`src/rtl/cr_pkg.sv`:
```
// Shared constants and word types for the cognitive-radio transmit controller.
package cr_pkg;
    localparam int D_LEN_DEF = 32;
    localparam int NUM_BANDS = 3;

    typedef logic [D_LEN_DEF:0]   lic_word_t;
    typedef logic [2*D_LEN_DEF:0] unlic_word_t;
endpackage

```
`src/rtl/cr_band_slot.sv`:
```
// One spectrum band: selects licensed pass-through or packed secondary data, registered.
module cr_band_slot
    import cr_pkg::*;
#(
    parameter int D_LEN = D_LEN_DEF
) (
    input  logic             clk,
    input  logic             rst_n,
    input  logic             d,
    input  logic [D_LEN:0]   l_in,
    input  logic [D_LEN:0]   u_lo,
    input  logic [D_LEN:0]   u_hi,
    output logic [D_LEN:0]   l_out,
    output logic [2*D_LEN:0] u_out
);

    // The high word loses its MSB so the packed word fits in 2*D_LEN+1 bits.
    function automatic logic [2*D_LEN:0] pack_unlic(input logic [D_LEN:0] lo,
                                                    input logic [D_LEN:0] hi);
        return {hi[D_LEN-1:0], lo};
    endfunction

    logic [D_LEN:0]   l_out_p1;
    logic [2*D_LEN:0] u_out_p1;

    // Stage p1: the idle path is forced to zero so only one output is live per band.
    always_ff @(posedge clk or negedge rst_n) begin
        if (!rst_n) begin
            l_out_p1 <= '0;
            u_out_p1 <= '0;
        end else if (d) begin
            l_out_p1 <= l_in;
            u_out_p1 <= '0;
        end else begin
            l_out_p1 <= '0;
            u_out_p1 <= pack_unlic(u_lo, u_hi);
        end
    end

    assign l_out = l_out_p1;
    assign u_out = u_out_p1;

endmodule

```
`src/rtl/cr_controller_transmitter.sv`:
```
// Three-band transmit controller; each band is an independent cr_band_slot.
module cr_controller_transmitter
    import cr_pkg::*;
#(
    parameter int D_LEN = D_LEN_DEF
) (
    input  logic             clk,
    input  logic             rst_n,
    input  logic [D_LEN:0]   l_in1,
    input  logic [D_LEN:0]   l_in2,
    input  logic [D_LEN:0]   l_in3,
    input  logic             d1,
    input  logic             d2,
    input  logic             d3,
    input  logic [D_LEN:0]   u_in1,
    input  logic [D_LEN:0]   u_in2,
    input  logic [D_LEN:0]   u_in3,
    input  logic [D_LEN:0]   u_in4,
    input  logic [D_LEN:0]   u_in5,
    input  logic [D_LEN:0]   u_in6,
    output logic [D_LEN:0]   l_out1,
    output logic [D_LEN:0]   l_out2,
    output logic [D_LEN:0]   l_out3,
    output logic [2*D_LEN:0] u_out1,
    output logic [2*D_LEN:0] u_out2,
    output logic [2*D_LEN:0] u_out3
);

    logic                   d_a     [NUM_BANDS];
    logic [D_LEN:0]         l_in_a  [NUM_BANDS];
    logic [D_LEN:0]         u_lo_a  [NUM_BANDS];
    logic [D_LEN:0]         u_hi_a  [NUM_BANDS];
    logic [D_LEN:0]         l_out_a [NUM_BANDS];
    logic [2*D_LEN:0]       u_out_a [NUM_BANDS];

    assign d_a[0] = d1;
    assign d_a[1] = d2;
    assign d_a[2] = d3;
    assign l_in_a[0] = l_in1;
    assign l_in_a[1] = l_in2;
    assign l_in_a[2] = l_in3;
    // Band k takes the odd unlicensed input as its low word and the even one as its high word.
    assign u_lo_a[0] = u_in1;
    assign u_hi_a[0] = u_in2;
    assign u_lo_a[1] = u_in3;
    assign u_hi_a[1] = u_in4;
    assign u_lo_a[2] = u_in5;
    assign u_hi_a[2] = u_in6;

    for (genvar k = 0; k < NUM_BANDS; k++) begin : g_band
        cr_band_slot #(.D_LEN(D_LEN)) u_slot (
            .clk   (clk),
            .rst_n (rst_n),
            .d     (d_a[k]),
            .l_in  (l_in_a[k]),
            .u_lo  (u_lo_a[k]),
            .u_hi  (u_hi_a[k]),
            .l_out (l_out_a[k]),
            .u_out (u_out_a[k])
        );
    end

    assign l_out1 = l_out_a[0];
    assign l_out2 = l_out_a[1];
    assign l_out3 = l_out_a[2];
    assign u_out1 = u_out_a[0];
    assign u_out2 = u_out_a[1];
    assign u_out3 = u_out_a[2];

endmodule

```
`config.mk`:
```
export PLATFORM = sky130hd
export DESIGN_NAME = cr_controller_transmitter
export DESIGN_NICKNAME = d
export VERILOG_FILES = /design/src/rtl/cr_pkg.sv /design/src/rtl/cr_band_slot.sv /design/src/rtl/cr_controller_transmitter.sv
export SDC_FILE = /design/constraint.sdc
export NUM_CORES = 1
export LEC_CHECK = 0
export BUFFER_PORTS_ARGS = -buffer_cell sky130_fd_sc_hd__buf_2
export CAP_MARGIN = 20
export CORE_AREA = 2 2 230 232
export CTS_CLUSTER_DIAMETER = 150
export DETAILED_ROUTE_END_ITERATION = 8
export DIE_AREA = 0 0 232 234
export SETUP_SLACK_MARGIN = 0.1
export SLEW_MARGIN = 20
export SYNTH_ARGS = -nofsm -noshare
export SYNTH_HDL_FRONTEND = slang
export SYNTH_SLANG_ARGS = --single-unit
```
`constraint.sdc`:
```
create_clock -name clk -period 0.8 [get_ports clk]
set_input_delay 0.12 -clock clk [delete_from_list [all_inputs] [get_ports clk]]
set_output_delay 0.12 -clock clk [all_outputs]
set_load 0.05 [all_outputs]
```
* Yosys cells after proc, flatten, opt, wreduce, memory -nomap -nowiden
Index checks and enable logic that the tools add are counted.
** Storage, ports and cells
- Input port bits :: 302
- Word-level logic and storage cells :: 12
- Register bits after elaboration :: 294
- Output and inout port bits :: 294
** Cells by class
- Mux-type cells :: 6
** Operators with widths (count)
- $mux W65 :: 3
- $mux W33 :: 3

* Depth between registers and ports, before layout
- Word-level depth :: 1
- Depth in mapped cells :: 3
- Mapped depth without buffers :: 1

* Modules after synthesis
A second synthesis with hierarchy kept.
** Unflattened totals
- Cells, all modules :: 618
- Area total of the unflattened synthesis :: 9391.5 um^2
** Modules (own cells, without submodules)
- cr_band_slot :: instances 3, cells an instance 206, area an instance 3130.5 um^2, seq. area each 2452.4 um^2

* Worst setup path before layout
Ideal clock, no wire load.
- Path type :: register to output
- Start :: register g_band[0].u_slot.l_out_p1[0]
- End :: output l_out1[0]
- Data arrival time :: 586 ps
- Data required time :: 680 ps
- Cell stages (with the launch flop) :: 1
- Path buffers :: 0
- Setup slack :: 94 ps
- Path through :: dfrtp_1
** RTL lines
- from (decl) :: RTL line cr_band_slot.sv:23 : logic [D_LEN:0] l_out_p1;
- from (signal assigned) :: RTL line cr_band_slot.sv:32 : l_out_p1 <= l_in;
- to (decl) :: RTL line cr_controller_transmitter.sv:21 : output logic [D_LEN:0] l_out1,
No word-level cell between the ends.

* Final worst setup path
- Start :: register g_band[1].u_slot.u_out_p1[3]
- End :: output u_out2[3]
** RTL lines
- from (decl) :: RTL line cr_band_slot.sv:24 : logic [2*D_LEN:0] u_out_p1;
- from (signal assigned) :: RTL line cr_band_slot.sv:36 : u_out_p1 <= pack_unlic(u_lo, u_hi);
- to (decl) :: RTL line cr_controller_transmitter.sv:25 : output logic [2*D_LEN:0] u_out2,
No word-level cell between the ends.

==> results.md <==
- Run status: complete, but fails checks
- Failing checks: hold timing, setup timing
- Die Span Y: 234 um
- Period minus WS final: 1.30 ns
- Port bufs: 592
- Final GP Congestion: 0.833
- Core box area: 52000 sq um
- Clock tree buffer depth: 3
- CP top delay family: flip-flops
- Placed insts: 1907
- H-tree Lvls: 1
- Die extent in x: 232 um
- Initial antenna violation count: 2
- Final WS setup: -0.496 ns
- Global-route wire length before repair: 53.7 mm
- Remaining Overflow, GRT: 0
- Area leader, netlist: dfrtp_1
- Maxcap violations: 0
- ANT nets after route: 0
- Crit end category: output pin
- Area growth, synth to finish: 112%
- Crit path arrival time: 1.18 ns
- Setup-failing EPs final: 307
- Worst Setup Start Kind: register
- Hold Path Class: in -> reg
- CTS clk-pin slew, worst paths: 0.06 ns
- Via count: 8321
- Yosys warns: 0
- Hold Fails Final Rpt: 22
- Largest net degree at the start of global routing: 59
- Fmax: 0.772 GHz
- Worst path max stage delay: 0.44 ns
- Hold_ws: -0.0487 ns
- WL/cell: 16.4 um
- Share of cells above drive strength 1: 61.7%
- Initial drt markers: 196
- Vias in the first global route: 9510
- Hold EP: g_band[1].u_slot.u_out[11]
- DP Wirelength: 23.6 mm
- Worst VDD drop: 1420 uV
- Worst Path Max Fanout: 1
- Yosys top cell area share: 78.0%
- Gate Count Post-Synth: 618
- Yosys cell types: 9
- CP max stage cell: dfrtp_2
- DR vias/cell: 3.66
- Post-route DRC: 0
- Most common cell after layout, fill and taps aside: dlygate4sd3_1
- CTS tree: yes
- FF+latch count, synth: 294
- Router iterations before antenna repair: 4
- Worst Max-Slew Pin Slew: 0.384 ns
- WS Path Type: reg -> out
- Final wirelength: 37.3 mm
- Register area share after synthesis: 78.0%
- TritonCTS Buffers: 31
- Floorplan row count: 84
- Global-route usage over all layers: 12.8%
- WHS Path Cells: 3
- Crit path buf inv count: 1
- Static leakage: 9.34 nW
- Clk sink count: 294
- Commonest cells after routing, fill and taps aside: dlygate4sd3_1 (301), buf_2 (296), dfrtp_2 (294)
- Max Transition Viols Final: 0
- Starting Density: 18.1%
- I/O pin count: 596
- Req. time, crit path: 0.68 ns
- Fin cells: 2271
- Root Buffer: clkbuf_16
- Cell Pwr Density: 1980 nW/um^2
- Die ar.: 54300 sq um
- Synth Net Count: 920
- Worst hold start: d2
- Fin crit share: 162%
- Post-Syn Area per Cell: 15.3 sq um
- Crit path cell chain: buf_6
- Worst rel slew slack: 74.3%
- Largest cells by area after synthesis: dfrtp_1 (78%), nor2b_1 (9.0%), and2_1 (6.6%)
- # nets final: 1857
- RSZ-0062 raised after global routing: yes
- Synth Cell Area: 9430 sq um
==> synthesized netlist by cell type <==
master	count
and2_1	99
and2b_1	60
buf_2	3
buf_4	3
buf_6	3
clkbuf_1	18
clkbuf_4	3
dfrtp_1	294
nor2b_1	135
==> where the power goes <==
part	switching [mW]	total [mW]	internal, mW
Combinational	4.47	8.05	3.59
Sequential	0.421	16.2	15.8
Clock	5.94	15.3	9.41
==> how the worst max path moves through the flow <==
stage / endpoint / cells past startpoint / startpoint / slack (ns)
final: u_out2[3] / 1 / g_band[1].u_slot.u_out[3] / -0.50
after global routing: u_out2[64] / 1 / g_band[1].u_slot.u_out[64] / -0.53
after CTS: u_out2[64] / 1 / g_band[1].u_slot.u_out[64] / -0.54
after detailed placement: g_band[2].u_slot.u_out[45] / 4 / d3 / -0.05
after global placement: g_band[2].u_slot.u_out[46] / 4 / d3 / -0.03
after floorplan: g_band[0].u_slot.u_out[11] / 2 / d1 / 0.15
==> metal layers <==
metal / wire, um / global-route usage, % / up-vias
met2: 19700 / 23.8 / 401
li1: - / - / 3747
met3: 2920 / 3.95 / 92
met4: 1520 / 5.77 / 0
met1: 13200 / 13.2 / 4081
met5: 0 / 0 / -
==> kinds of logic after synthesis <==
logic type	after synthesis	synth area share, %
simple gates	294	20.3
buf+inv	30	1.71
flops	294	78.0
==> cell type report <==
class	instances	area, sq um
Antenna cell	3	7.51
Clock buffer	50	957
Clock inverter	8	144
Fill cell	4677	32000
Multi-Input combinational cell	294	1910
Sequential cell	294	7720
Tap cell	688	861
Timing Repair Buffer	934	8390
==> registers in the layout, summed over array words and instances (netlist names) <==
name	count
g_band.u_slot.l_out	99
g_band.u_slot.u_out	195
==> stage by stage <==
step           util, %  cell area, sq um  power (mW)  setup slack, ns  TNS [ns]
2_1_floorplan        -              9800        19.7            0.148         0
3_5_place_dp      27.0             14000        22.1          -0.0487     -1.81
6_report          38.4             20000        39.6           -0.496   -130.65
3_3_place_gp      27.0             14000        22.0          -0.0336     -1.08
4_1_cts           38.4             20000        39.9           -0.544   -141.56
5_1_grt           38.4             20000        41.0           -0.528   -142.52
==> timing repair <==
| action | CTS | global route |
|---|---|---|
| hold buffers | 300 | 6 |
| setup endpoints to repair | 294 | 328 |
| hold endpoints to repair | 588 | 29 |
| pin swaps | 0 | 0 |
| resized for setup | 576 | 3 |
| buffers inserted | 0 | 0 |
Note: power is estimated with default switching activity, not from simulation.
